--- config.mk ---
export PLATFORM = sky130hd
export DESIGN_NAME = pc_unit
export DESIGN_NICKNAME = d
export VERILOG_FILES = /design/src/rtl/pc_unit.sv
export SDC_FILE = /design/constraint.sdc
export NUM_CORES = 1
export LEC_CHECK = 0
export ABC_AREA = 1
export CAP_MARGIN = 40
export CORE_MARGIN = 4
export CORE_UTILIZATION = 39
export DETAILED_ROUTE_END_ITERATION = 10
export GPL_TIMING_DRIVEN = 0
export MAX_ROUTING_LAYER = met4
export PLACE_DENSITY = 0.59
export SETUP_SLACK_MARGIN = 0.1
export SLEW_MARGIN = 20
export SYNTH_ARGS = -nofsm -noshare
export SYNTH_HDL_FRONTEND = slang
export SYNTH_SLANG_ARGS = --single-unit
--- constraint.sdc ---
create_clock -name clk -period 4.9 [get_ports clk]
set_input_delay 0.49 -clock clk [delete_from_list [all_inputs] [get_ports clk]]
set_output_delay 0.49 -clock clk [all_outputs]
set_load 0.01 [all_outputs]
--- src/rtl/pc_unit.sv ---
// Fetch PC register and next-PC selection: execute-stage redirect with
// misaligned-target trap, stall hold, and a circular return-address stack.
module pc_unit #(
  parameter int unsigned     XLEN       = 32,
  parameter logic [XLEN-1:0] RESET_VEC  = 'h10000,
  parameter logic [XLEN-1:0] TRAP_VEC   = 'h00100,
  parameter int unsigned     ALIGN_BITS = 2,
  parameter int unsigned     STEP       = 4,
  parameter int unsigned     RAS_DEPTH  = 4
) (
  input  logic                         clk,
  input  logic                         rst,
  input  logic                         stall,
  input  logic                         redir_valid,
  input  logic                         redir_is_jalr,
  input  logic                         redir_taken,
  input  logic [XLEN-1:0]              redir_pc,
  input  logic [XLEN-1:0]              redir_imm,
  input  logic [XLEN-1:0]              redir_rs1,
  input  logic                         ras_push,
  input  logic [XLEN-1:0]              ras_push_addr,
  input  logic                         ras_pop,
  output logic [XLEN-1:0]              pc,
  output logic [XLEN-1:0]              npc,
  output logic                         trap_valid,
  output logic [XLEN-1:0]              trap_addr,
  output logic                         ras_empty,
  output logic [$clog2(RAS_DEPTH):0]   ras_count
);

  localparam int unsigned PW = $clog2(RAS_DEPTH);
  localparam int unsigned CW = PW + 1;

  logic [XLEN-1:0] ras_mem [RAS_DEPTH];
  logic [PW-1:0]   top;
  logic [XLEN-1:0] jalr_sum;
  logic [XLEN-1:0] target;
  logic            misaligned;
  logic            ras_active;
  logic            do_push;
  logic            do_pop;

  always_comb begin
    jalr_sum = redir_rs1 + redir_imm;
    if (redir_is_jalr)
      target = {jalr_sum[XLEN-1:1], 1'b0};
    else if (redir_taken)
      target = redir_pc + redir_imm;
    else
      target = redir_pc + XLEN'(STEP);
    misaligned = |target[ALIGN_BITS-1:0];
  end

  assign ras_empty  = (ras_count == '0);
  assign ras_active = !redir_valid && !stall;
  assign do_pop     = ras_active && ras_pop && !ras_empty;
  assign do_push    = ras_active && ras_push;

  always_comb begin
    npc = pc + XLEN'(STEP);
    if (redir_valid && misaligned)
      npc = TRAP_VEC;
    else if (redir_valid)
      npc = target;
    else if (stall)
      npc = pc;
    else if (do_pop)
      npc = ras_mem[top];
  end

  always_ff @(posedge clk) begin
    if (rst) begin
      pc         <= RESET_VEC;
      trap_valid <= 1'b0;
      trap_addr  <= '0;
    end else begin
      pc         <= npc;
      trap_valid <= redir_valid && misaligned;
      if (redir_valid && misaligned)
        trap_addr <= target;
    end
  end

  // Push+pop together replaces the top in place: the popped entry is consumed
  // by npc and the pushed one takes its slot, so pointer and count stay put.
  always_ff @(posedge clk) begin
    if (rst) begin
      top       <= '0;
      ras_count <= '0;
    end else if (do_push && do_pop) begin
      top       <= top;
    end else if (do_push) begin
      top <= top + PW'(1);
      if (ras_count != CW'(RAS_DEPTH))
        ras_count <= ras_count + CW'(1);
    end else if (do_pop) begin
      top       <= top - PW'(1);
      ras_count <= ras_count - CW'(1);
    end
  end

  always_ff @(posedge clk) begin
    if (!rst) begin
      if (do_push && do_pop)
        ras_mem[top] <= ras_push_addr;
      else if (do_push)
        ras_mem[top + PW'(1)] <= ras_push_addr;
    end
  end

endmodule

==> summary.md <==
| Metric | Value |
|---|---|
| Status | complete, no violations |
| Root Buffer | clkbuf_16 |
| Die Ht | roughly 200 µm |
| Unique masters post-synth | between 50 and 60 |
| NumNets Final | ~2500 |
| Worst r2r path cells | 14 |
| Final Skew | around 0.010 ns |
| Critical path's slowest cell | ha_1 |
| Crit. End Element | output port |
| Period utilization | 0.9604 |
| Routed WL | ~62 mm |
| Global-route wire length before repair | between 90 and 100 mm |
| Via density | between 5 and 6 |
| Critical Path RT | between 4 and 5 ns |
| Rows | about 70 |
| ANT cells | 0 |
| Later-pin clock latency in the skew report | between 0.4 and 0.5 ns |
| Fraction of registers with async set/reset | 0 |
| Layout area overhead | 25.57% |
| #FFs+latches synth | 200 |
| Crit path max fanout | 5 |
| Slew Limit Fails | 0 |
| TritonCTS buffer count | 17 |
| Worst path cell trace | clkdlybuf4s50_1 > ha_1 > nand2_1 > nor2_1 > inv_1 > nor3_2 > nand3_1 > nand3_1 > nand2_1 > nand3_1 > nand2_1 > nand3_1 > nand2_1 > inv_1 > clkdlybuf4s50_1 |
| Drt first pass iters | 6 |
| Hold Path Cell Cnt | 1 |
| Hold Startpoint | top[1] |
| Setup Buffers After CTS | 0 |
| CP Launch Type | primary input |
| Gr usage total | 0.3133 |
| Vias in the first global route | approximately 14000 |
| Tightest Pin Transition | between 0.8 and 0.9 ns |
| Htree depth | 4 |
| Worst path max stage delay | 0.56 ns |
| Pin count of the biggest net entering global routing | 23 |
| DRT antenna net count | 0 |
| Worst VDD drop | about 0.25 mV |
| IO buf count | roughly 230 |
| Routability cong. | between 0.9 and 1 |
| WL/cell | about 22 µm |
| CP Data Arrival Time | between 4 and 5 ns |
| Mapped Cells | approximately 2000 |
| Total grt overflow | 0 |
| Placed cell areas | roughly 17000 µm² |
| Core area | roughly 36000 µm² |
| Critical R2R Launch | ras_count[0] |
| Total of max-cap violations | 0 |
| Sum of negative setup slack | 0 ns |
| Share of layout cells above drive strength 1 | 0.04720 |
| Area leader, netlist | edfxtp_1 |
| CTS clk-pin slew, worst paths | about 0.080 ns |
| 1st-iter DRT viols | between 1500 and 2000 |
| Max_slew headroom | 0.4300 |
| Dpl ws | around 0.14 ns |
| Antenna violations before repair | 0 |
| Pwr dens | ~270 nW/µm² |
| Finished Cell Area | approximately 18000 µm² |
| Synth Area per Inst | about 7 µm² |
| Filler cells | about 3600 |
| Die area | between 30000 and 40000 µm² |
| Num ports | approximately 240 |
| Post-layout worst setup margin | 0.1940 ns |
| Total design power | between 4 and 5 mW |
| Post-synthesis sequential area ratio | 0.3707 |
| Placed wire-length estimate | approximately 50 mm |
| Reg2reg setup slack | around 0.82 ns |
| Synthesis warning total | 0 |
| Clock tree sinks | 200 |
| WP buf/inv | 4 |
| Most frequent cells in the layout | 532 x nand2_1, 233 x clkdlybuf4s50_1, 220 x nor2_1, 208 x inv_1, 167 x a21oi_1 |
| DRC | 0 |
| CP delay by family, top | simple AND/OR/NAND/NOR gates |
| Clock buffer depth | 2 |
| CTS tree | yes |
| Syn_nets | 2215 |
| Starting Density | 0.3979 |
| Final hold violation count | 0 |
| Most common cell after layout, fill and taps aside | nand2_1 |
| Min-delay worst type | flip-flop to flip-flop |
| Top cell type's share of synthesized area | 0.2696 |
| Max Fclk | about 210 MHz |
| RSZ-0062 raised after global routing | no |
| Setup CP Type | primary input to output port |
| Final setup fails | 0 |
| Post-synth EDFFs | around 130 |
| Mapped cell area | about 14000 µm² |
| Synth Flop Type | edfxtp_1 |
| Ranking of synthesized cells by area | edfxtp_1 27%, nand2_1 14%, dfxtp_1 10% |
| DIE WIDTH | ~200 µm |
| R2R Path End | ras_mem[1][1] |
| Minimum clock period | between 4 and 5 ns |
| Total vias in the final route | between 15000 and 20000 |
| P_leak | between 7 and 8 nW |
| Worst hold slack | between 0.4 and 0.5 ns |
==> sequential cells by signal, indices dropped and copies added (netlist names), named ones only <==
signal,flops
ras_mem,128
top,2
pc,32
ras_count,3
trap_valid,1
trap_addr,32
==> area by class of cell <==
type / count / area (µm²) / area share
Sequential cell: 200 / 5285 / 0.2952
Tap cell: 461 / 576.8 / 0.03222
Multi-Input combinational cell: 1532 / 7924 / 0.4426
Clock buffer: 17 / 425.4 / 0.02376
Inverter: 218 / 819.5 / 0.04578
Buffer: 60 / 264.0 / 0.01475
Timing Repair Buffer: 246 / 2465 / 0.1377
Clock inverter: 15 / 143.9 / 0.008037
==> stage by stage <==
step	util	instances
2_1_floorplan	-	2010
5_1_grt	0.4997	2749
3_3_place_gp	0.4791	2704
3_5_place_dp	0.4830	2714
6_report	0.4997	2749
4_1_cts	0.4989	2746
==> worst reg2reg max path: cells and delay by family, from the launching register on <==
kind	cells	cell delay, ns
and+or+nand+nor	4	1.40
AOI/OAI and AO/OA	1	0.17
DFF	1	0.47
buffers and inverters	8	1.52
adders and majority gates	1	0.23
==> repair_timing <==
action / CTS / global route
setup endpoints to repair: 0 / 2
hold buffers: 0 / 0
gates resized for setup: 0 / 2
==> worst max-delay path by stage <==
stage / from / endpoint / slack [ns] / cells after the start
4_1_cts: redir_pc[19] / npc[24] / 0.14 / 15
2_1_floorplan: ras_count[0] / ras_mem[3][0] / 0.47 / 9
3_5_place_dp: redir_pc[19] / npc[24] / 0.14 / 15
3_3_place_gp: redir_valid / ras_mem[1][0] / -2.36 / 12
5_1_grt: redir_pc[19] / npc[24] / 0.12 / 15
6_report: redir_pc[19] / npc[24] / 0.19 / 15
==> power by group <==
part	internal [mW]	total (mW)	switching (mW)	leakage, nW
sequential	1.85	1.93	0.0742	1.75
combinational	0.553	1.47	0.921	5.52
clock	0.712	1.40	0.687	0.263
total	3.12	4.80	1.68	7.53
==> metal layers <==
layer  GRT usage  vias to the layer above  wire [µm]
met1      0.4715                     7288      29270
met2      0.4300                      726      25140
met5           -                        -          0
met3     0.07655                       49       6473
li1            -                     7314          -
met4     0.05471                        0        915
==> synth_stat cells, types with 22 or more instances <==
cell type / n
nand2_1: 532
nor2_1: 222
inv_1: 208
a21oi_1: 167
nand3_1: 145
o21ai_0: 132
edfxtp_1: 128
dfxtp_1: 72
ha_1: 66
nor3_1: 40
clkbuf_1: 31
xor2_1: 29
nand4_1: 26
xnor2_1: 22
==> logic make-up after synthesis <==
kind of cell	count (synthesis)	synth area share
AO/OA/AOI/OAI	397	0.1567
XOR/XNOR	51	0.03133
adder cells (fa/ha/maj)	69	0.06213
buffers and inverters	278	0.07600
flip-flops	200	0.3707
AND/OR/NAND/NOR	1015	0.3031
Power figures use the tool's default switching activity.
